File: config.mk
export PLATFORM = sky130hd
export DESIGN_NAME = rom_arbiter_flat
export DESIGN_NICKNAME = d
export VERILOG_FILES = /design/src/rtl/rom_arbiter_if.sv /design/src/rtl/rom_arbiter.sv /design/src/flat_wrapper.sv
export SDC_FILE = /design/constraint.sdc
export NUM_CORES = 1
export LEC_CHECK = 0
export BUFFER_PORTS_ARGS = -buffer_cell sky130_fd_sc_hd__buf_2
export CORE_ASPECT_RATIO = 0.5
export CORE_UTILIZATION = 35
export DETAILED_ROUTE_END_ITERATION = 12
export REMOVE_ABC_BUFFERS = 1
export SYNTH_ARGS = -nofsm -noshare
export SYNTH_HDL_FRONTEND = slang
export SYNTH_SLANG_ARGS = --single-unit
export TNS_END_PERCENT = 30
File: constraint.sdc
create_clock -name clk -period 14.5 [get_ports clk]
set_clock_uncertainty 0.15 [all_clocks]
set_input_delay 2.175 -clock clk [delete_from_list [all_inputs] [get_ports clk]]
set_output_delay 2.175 -clock clk [all_outputs]
set_load 0.05 [all_outputs]
File: src/rtl/rom_arbiter_if.sv
// Bus bundle between the two ROM requesters (fetch, load/store), the
// arbiter and the fake ROM. The slave modport is the arbiter's view; the
// master modport is the view of whatever drives requests and plays the ROM.
interface rom_arbiter_if #(
  parameter int ADDR_W = 32,
  parameter int DATA_W = 32
);
  // port 0: instruction fetch, read-only
  logic              p0_req;
  logic [ADDR_W-1:0] p0_addr;
  logic [2:0]        p0_byte_num;
  logic              p0_ack;
  logic              p0_err;
  logic [DATA_W-1:0] p0_rdata;

  // port 1: load/store unit, read/write
  logic              p1_req;
  logic              p1_we;
  logic [ADDR_W-1:0] p1_addr;
  logic [DATA_W-1:0] p1_wdata;
  logic [2:0]        p1_byte_num;
  logic              p1_ack;
  logic              p1_err;
  logic [DATA_W-1:0] p1_rdata;

  // shared ROM side
  logic              rom_rd_en;
  logic              rom_wr_en;
  logic [ADDR_W-1:0] rom_addr;
  logic [DATA_W-1:0] rom_wdata;
  logic [2:0]        rom_byte_num;
  logic [DATA_W-1:0] rom_rdata;
  logic              rom_done;

  modport slave (
    input  p0_req, p0_addr, p0_byte_num,
    output p0_ack, p0_err, p0_rdata,
    input  p1_req, p1_we, p1_addr, p1_wdata, p1_byte_num,
    output p1_ack, p1_err, p1_rdata,
    output rom_rd_en, rom_wr_en, rom_addr, rom_wdata, rom_byte_num,
    input  rom_rdata, rom_done
  );

  modport master (
    output p0_req, p0_addr, p0_byte_num,
    input  p0_ack, p0_err, p0_rdata,
    output p1_req, p1_we, p1_addr, p1_wdata, p1_byte_num,
    input  p1_ack, p1_err, p1_rdata,
    input  rom_rd_en, rom_wr_en, rom_addr, rom_wdata, rom_byte_num,
    output rom_rdata, rom_done
  );
endinterface

File: src/rtl/rom_arbiter.sv
// rom_arbiter: serialises port 0 (fetch, reads only) and port 1 (load/store)
// onto the single fake ROM. Each access runs IDLE -> ISSUE -> WAIT -> RESP;
// WAIT gives up after TIMEOUT_CYC cycles and answers with err=1, rdata=0.
// Build option: define ROM_ARB_RR_EN for round-robin arbitration; without it
// port 1 always wins over port 0.
module rom_arbiter #(
  parameter int ADDR_W      = 32,
  parameter int DATA_W      = 32,
  parameter int TIMEOUT_CYC = 16
) (
  input logic         clk,
  input logic         rst,
  rom_arbiter_if.slave bus
);

  typedef enum logic [1:0] {IDLE, ISSUE, WAIT, RESP} state_t;

  localparam logic [7:0] TLAST = 8'(TIMEOUT_CYC - 1);

  state_t            state;
  state_t            state_nxt;
  logic              any_req;
  logic              pick;
  logic              grant;
  logic              is_wr;
  logic [ADDR_W-1:0] addr_q;
  logic [DATA_W-1:0] wdata_q;
  logic [2:0]        bn_q;
  logic [7:0]        tcnt;
  logic              err_q;
  logic [DATA_W-1:0] p0_rdata_q;
  logic [DATA_W-1:0] p1_rdata_q;

  // The ROM only understands 1..4 bytes; out-of-range counts are pulled in.
  function automatic logic [2:0] clamp_bn(input logic [2:0] n);
    if (n == 3'd0) return 3'd1;
    if (n > 3'd4)  return 3'd4;
    return n;
  endfunction

  assign any_req = bus.p0_req | bus.p1_req;

`ifdef ROM_ARB_RR_EN
  logic last_q;

  // Remember which port was served last; reset makes port 0 win first.
  always_ff @(posedge clk or posedge rst) begin
    if (rst)                 last_q <= 1'b1;
    else if (state == RESP)  last_q <= grant;
  end

  // On a tie the port that was not served most recently wins.
  always_comb begin
    pick = bus.p1_req;
    if (bus.p0_req && bus.p1_req) pick = ~last_q;
  end
`else
  assign pick = bus.p1_req;
`endif

  // State register; async reset abandons any access in flight.
  always_ff @(posedge clk or posedge rst) begin
    if (rst) state <= IDLE;
    else     state <= state_nxt;
  end

  // Next state and the per-state strobes (enables only in ISSUE, ack only in RESP).
  always_comb begin
    state_nxt         = state;
    bus.rom_rd_en     = 1'b0;
    bus.rom_wr_en     = 1'b0;
    bus.p0_ack        = 1'b0;
    bus.p1_ack        = 1'b0;
    bus.p0_err        = 1'b0;
    bus.p1_err        = 1'b0;
    case (state)
      IDLE: begin
        if (any_req) state_nxt = ISSUE;
      end
      ISSUE: begin
        bus.rom_rd_en = ~is_wr;
        bus.rom_wr_en = is_wr;
        state_nxt     = WAIT;
      end
      WAIT: begin
        if (bus.rom_done || (tcnt == TLAST)) state_nxt = RESP;
      end
      RESP: begin
        bus.p0_ack = ~grant;
        bus.p1_ack = grant;
        bus.p0_err = ~grant & err_q;
        bus.p1_err = grant & err_q;
        state_nxt  = IDLE;
      end
      default: state_nxt = IDLE;
    endcase
  end

  // Latch the winner's fields on grant, then capture the response in WAIT.
  always_ff @(posedge clk or posedge rst) begin
    if (rst) begin
      grant      <= 1'b0;
      is_wr      <= 1'b0;
      addr_q     <= '0;
      wdata_q    <= '0;
      bn_q       <= '0;
      tcnt       <= '0;
      err_q      <= 1'b0;
      p0_rdata_q <= '0;
      p1_rdata_q <= '0;
    end else begin
      case (state)
        IDLE: begin
          if (any_req) begin
            grant <= pick;
            tcnt  <= '0;
            err_q <= 1'b0;
            if (pick) begin
              is_wr   <= bus.p1_we;
              addr_q  <= bus.p1_addr;
              wdata_q <= bus.p1_wdata;
              bn_q    <= clamp_bn(bus.p1_byte_num);
            end else begin
              is_wr   <= 1'b0;
              addr_q  <= bus.p0_addr;
              wdata_q <= '0;
              bn_q    <= clamp_bn(bus.p0_byte_num);
            end
          end
        end
        WAIT: begin
          if (bus.rom_done) begin
            if (grant) p1_rdata_q <= is_wr ? '0 : bus.rom_rdata;
            else       p0_rdata_q <= bus.rom_rdata;
          end else if (tcnt == TLAST) begin
            err_q <= 1'b1;
            if (grant) p1_rdata_q <= '0;
            else       p0_rdata_q <= '0;
          end else begin
            tcnt <= tcnt + 8'd1;
          end
        end
        default: ;
      endcase
    end
  end

  assign bus.rom_addr     = addr_q;
  assign bus.rom_wdata    = wdata_q;
  assign bus.rom_byte_num = bn_q;
  assign bus.p0_rdata     = p0_rdata_q;
  assign bus.p1_rdata     = p1_rdata_q;

endmodule
File: src/flat_wrapper.sv
// flat-port wrapper written by rule: the top's interface ports become plain ports
module rom_arbiter_flat 
#(
  parameter int ADDR_W      = 32,
  parameter int DATA_W      = 32,
  parameter int TIMEOUT_CYC = 16
)
  (clk, rst, bus_p0_req, bus_p0_addr, bus_p0_byte_num, bus_p0_ack, bus_p0_err, bus_p0_rdata, bus_p1_req, bus_p1_we, bus_p1_addr, bus_p1_wdata, bus_p1_byte_num, bus_p1_ack, bus_p1_err, bus_p1_rdata, bus_rom_rd_en, bus_rom_wr_en, bus_rom_addr, bus_rom_wdata, bus_rom_byte_num, bus_rom_rdata, bus_rom_done);
  rom_arbiter_if #(.ADDR_W(ADDR_W), .DATA_W(DATA_W)) bus_i ();
  input logic clk;
  input logic rst;
  input wire logic [$bits(bus_i.p0_req)-1:0] bus_p0_req;
  input wire logic [$bits(bus_i.p0_addr)-1:0] bus_p0_addr;
  input wire logic [$bits(bus_i.p0_byte_num)-1:0] bus_p0_byte_num;
  output wire logic [$bits(bus_i.p0_ack)-1:0] bus_p0_ack;
  output wire logic [$bits(bus_i.p0_err)-1:0] bus_p0_err;
  output wire logic [$bits(bus_i.p0_rdata)-1:0] bus_p0_rdata;
  input wire logic [$bits(bus_i.p1_req)-1:0] bus_p1_req;
  input wire logic [$bits(bus_i.p1_we)-1:0] bus_p1_we;
  input wire logic [$bits(bus_i.p1_addr)-1:0] bus_p1_addr;
  input wire logic [$bits(bus_i.p1_wdata)-1:0] bus_p1_wdata;
  input wire logic [$bits(bus_i.p1_byte_num)-1:0] bus_p1_byte_num;
  output wire logic [$bits(bus_i.p1_ack)-1:0] bus_p1_ack;
  output wire logic [$bits(bus_i.p1_err)-1:0] bus_p1_err;
  output wire logic [$bits(bus_i.p1_rdata)-1:0] bus_p1_rdata;
  output wire logic [$bits(bus_i.rom_rd_en)-1:0] bus_rom_rd_en;
  output wire logic [$bits(bus_i.rom_wr_en)-1:0] bus_rom_wr_en;
  output wire logic [$bits(bus_i.rom_addr)-1:0] bus_rom_addr;
  output wire logic [$bits(bus_i.rom_wdata)-1:0] bus_rom_wdata;
  output wire logic [$bits(bus_i.rom_byte_num)-1:0] bus_rom_byte_num;
  input wire logic [$bits(bus_i.rom_rdata)-1:0] bus_rom_rdata;
  input wire logic [$bits(bus_i.rom_done)-1:0] bus_rom_done;
  assign bus_i.p0_req = bus_p0_req;
  assign bus_i.p0_addr = bus_p0_addr;
  assign bus_i.p0_byte_num = bus_p0_byte_num;
  assign bus_p0_ack = bus_i.p0_ack;
  assign bus_p0_err = bus_i.p0_err;
  assign bus_p0_rdata = bus_i.p0_rdata;
  assign bus_i.p1_req = bus_p1_req;
  assign bus_i.p1_we = bus_p1_we;
  assign bus_i.p1_addr = bus_p1_addr;
  assign bus_i.p1_wdata = bus_p1_wdata;
  assign bus_i.p1_byte_num = bus_p1_byte_num;
  assign bus_p1_ack = bus_i.p1_ack;
  assign bus_p1_err = bus_i.p1_err;
  assign bus_p1_rdata = bus_i.p1_rdata;
  assign bus_rom_rd_en = bus_i.rom_rd_en;
  assign bus_rom_wr_en = bus_i.rom_wr_en;
  assign bus_rom_addr = bus_i.rom_addr;
  assign bus_rom_wdata = bus_i.rom_wdata;
  assign bus_rom_byte_num = bus_i.rom_byte_num;
  assign bus_i.rom_rdata = bus_rom_rdata;
  assign bus_i.rom_done = bus_rom_done;
  rom_arbiter #(.ADDR_W(ADDR_W), .DATA_W(DATA_W), .TIMEOUT_CYC(TIMEOUT_CYC)) u_core (.clk(clk), .rst(rst), .bus(bus_i));
endmodule
==> impl_metrics.csv <==
group,metric,value,unit
yosys,netlist_area,6140,sq um
sta,rsz0062_at_grt,"false",
critical_path,crit_family,"compound AO/OA/AOI/OAI gates",
critical_path,crit_path_max_fanout,73,
worst_hold_path,min_path_type,"flip-flop to flip-flop",
flow_run,max_cap_viol_count,0,
clock_network,cts_setup_buffers,0,
floorplan,row_count,33,
sta,min_period_over_period,29.8,%
sta,hold_violations,0,
final_layout,fillers,1691,
final_layout,drive_gt1_share,34.6,%
grt,grt-ovfl-total,0,
worst_hold_path,min_from,"u_core.bus.rom_wdata[10]",
clock_network,cts_made_buffers,17,
critical_path,critical_path_class,"primary input to flip-flop",
route,dr.pass1.iters,4,
route,drc,0,
worst_hold_path,min_to,"u_core.bus.rom_wdata[10]",
power,max-vdd-ir-drop,0.103,mV
floorplan,dieWidth,189,microns
floorplan,die_area,18100,sq um
grt,grt_pass1_wl,25.1,mm
yosys,yosysWarnings,0,
clock_network,clk_pin_slew,0.05,ns
yosys,avgSynthCellArea,9.32,sq um
yosys,ys_top_cells_by_area,"dfrtp_1 (59%), nand2_1 (14%), o21ai_0 (8.2%), mux2i_1 (5.9%), nand3_1 (2.9%)",
yosys,yosys.area.top_type_share,58.7,%
yosys,yosysTopAreaCell,"dfrtp_1",
sta,fmax,231,MHz
power,p_per_area,255,nW/um^2
sta,maxSlewViolCount,0,
grt,grt_max_degree,97,
clock_network,cts_resized,0,
critical_path,reg2regPathDepth,7,
yosys,ys_ff_latch,144,
final_layout,antenna_cells,0,
route,final_antenna_net_count,0,
sta,fin_ws,10.18,ns
route,vias_per_cell,4.58,
grt,grt_pass1_vias,4954,
clock_network,cts-root-buf,"clkbuf_16",
critical_path,slowest_stage,"o21ai_4",
clock_network,clock_path_buffers,2,
clock_network,clk_latency,0.41,ns
route,vias,5292,
final_layout,areaGrowthSynthToFinish,34.0,%
critical_path,ff2ff_setup_slack,12.00,ns
critical_path,start_kind,"primary input",
critical_path,path_buf_inv,2,
floorplan,die_y,95.7,microns
placement,dp_hpwl,11.2,mm
critical_path,cp_data_required_time,14.61,ns
sta,slew_headroom,23.5,%
critical_path,r2r-start,"u_core.state[0]",
yosys,yosysSeqAreaShare,58.7,%
route,avgRoutedWirePerCell,14.0,microns
final_layout,fin_nets,1062,
route,drt-initial-drc-count,161,
yosys,postSynthCellCount,659,
critical_path,slowest_delay,1.03,ns
sta,max_slew.worst_pin.slew,1.14,ns
placement,io_buffers,276,
yosys,synth.distinct_cells,36,
critical_path,cp_num_cells,4,
run_status,status,"complete, no violations",
clock_network,ctsHoldBuffers,0,
critical_path,path_cells,"buf_4 -> o21ai_4 -> buf_4 -> o21ai_0",
grt,grt.total_usage,17.8,%
critical_path,cp-end-kind,"flip-flop",
sta,fin_crit,4.32,ns
sta,setup_viol,0,
floorplan,core,16800,sq um
clock_network,ctsHtreeMaxLevel,4,
sta,setup_tns,0,ns
critical_path,crit_top_cell,"buf_4",
grt,antenna_found_initial,2,
floorplan,io_pins,277,
placement,gp_congestion,0.784,
route,drt_wl_total,16.1,mm
worst_hold_path,hold_depth,2,
critical_path,reg2reg_to,"u_core.tcnt[7]",
clock_network,cts_sinks,144,
power,leakage,4.49,nW
critical_path,critical_path_arrival,4.44,ns
placement,preCtsSetupSlack,9.74,ns
floorplan,start_util,36.6,%
clock_network,cts_tree,"built",
sequential cells by signal (all words and copies together) (netlist names):
signal	flops
u_core.bus.p1_rdata	32
u_core.bus.rom_addr	32
u_core.bus.p0_rdata	32
u_core.bus.rom_byte_num	3
u_core.err_q	1
u_core.is_wr	1
u_core.tcnt	8
u_core.grant	1
u_core.bus.rom_wdata	32
u_core.state	2
kinds of logic after synthesis:
logic type      share of synthesized area [%]
simple gates                             20.1
flops                                    58.7
mux                                      6.05
compound gates                           10.9
fa+ha+maj                                1.02
buf+inv                                  3.26
metrics by stage:
step	hold WS [ns]	power [W]	instances	util, %	cell area, sq um
floorplan	0.288	0.00145	616	-	5970
global placement	0.297	0.00172	1125	46.1	7720
detailed placement	0.300	0.00174	1125	46.1	7720
CTS	0.313	0.00212	1156	49.1	8230
global route	0.329	0.00223	1156	49.1	8230
finish	0.307	0.00210	1156	49.1	8230
report_power, final:
part           leakage (nW)  internal [W]  total (W)  switching, W
Clock                 0.260      0.000224   0.000383      0.000159
Sequential             1.86      0.000566   0.000656     0.0000897
Combinational          2.37      0.000227    0.00106      0.000836
Total                  4.49       0.00102    0.00210       0.00108
cells in the final DEF, fill, tap and decap left out, types with 2 or more instances in the layout:
cell and n:
a21oi_1 4, a31oi_1 5, and2_1 3, buf_2 275, buf_4 7, clkbuf_1 4, clkbuf_16 17, clkbuf_8 2
clkinv_2 8, dfrtp_1 144, ha_1 5, inv_1 7, mux2i_1 36, nand2_1 237, nand2b_1 2, nand3_1 35
nor2_1 7, nor2b_1 2, nor3_1 2, o211ai_4 2, o21ai_0 101, o21ai_1 4, o21ai_4 2, or4_4 2
final cells by class:
cell class | instances | area [sq um] | area share, %
sequential | 144 | 3600 | 43.8
multi-input combinational | 464 | 2370 | 28.8
clock buffer | 23 | 468 | 5.69
clock inverter | 8 | 40.0 | 0.486
timing repair buffer | 282 | 1430 | 17.4
inverter | 8 | 35.0 | 0.426
tap | 227 | 284 | 3.45
cell usage after synthesis:
master    count
nor2_1        7
clkbuf_1     37
mux2_2        1
nor2b_1       3
or2_4         1
o22a_1        1
a211oi_1      1
nor3b_1       1
nand2_1     237
o21ba_1       1
buf_1         4
nor4_1        1
o21ai_1       5
and2_1        3
buf_6         1
inv_1         8
o31ai_1       1
o21a_1        1
nand2b_1      2
nand3_1      35
dfrtp_1     144
ha_1          5
a31oi_1       5
nor2_2        1
a21oi_1       4
mux2i_1      36
and3_1        1
o211ai_1      1
o21ai_0     101
o21ai_4       1
or4_4         2
nor3_1        2
or3_1         1
buf_2         1
nor3b_4       1
o211ai_2      2
worst min-delay path, stage by stage (launching register included):
cell,delay (ns)
dfrtp_1,0.33
nand2_1,0.05
nand2_1,0.05
worst max-delay path by stage:
stage,endpoint,startpoint,slack [ns]
2_1_floorplan,u_core.tcnt[2],bus_p1_req,8.29
5_1_grt,u_core.bus.rom_addr[15],bus_p1_req,9.95
3_3_place_gp,u_core.bus.rom_addr[21],bus_p1_req,9.82
4_1_cts,u_core.bus.rom_addr[7],bus_p1_req,10.19
6_report,u_core.bus.rom_addr[7],bus_p1_req,10.18
3_5_place_dp,u_core.bus.rom_addr[5],bus_p1_req,9.74
per-layer routing:
metal / routed length [microns] / vias to the layer above / track usage, %
met5: 13 / - / 0
met4: 204 / 2 / 6.79
met3: 788 / 20 / 4.60
met2: 7830 / 141 / 29.8
met1: 7290 / 2437 / 22.3
li1: - / 2692 / -
Power figures use the tool's default switching activity.
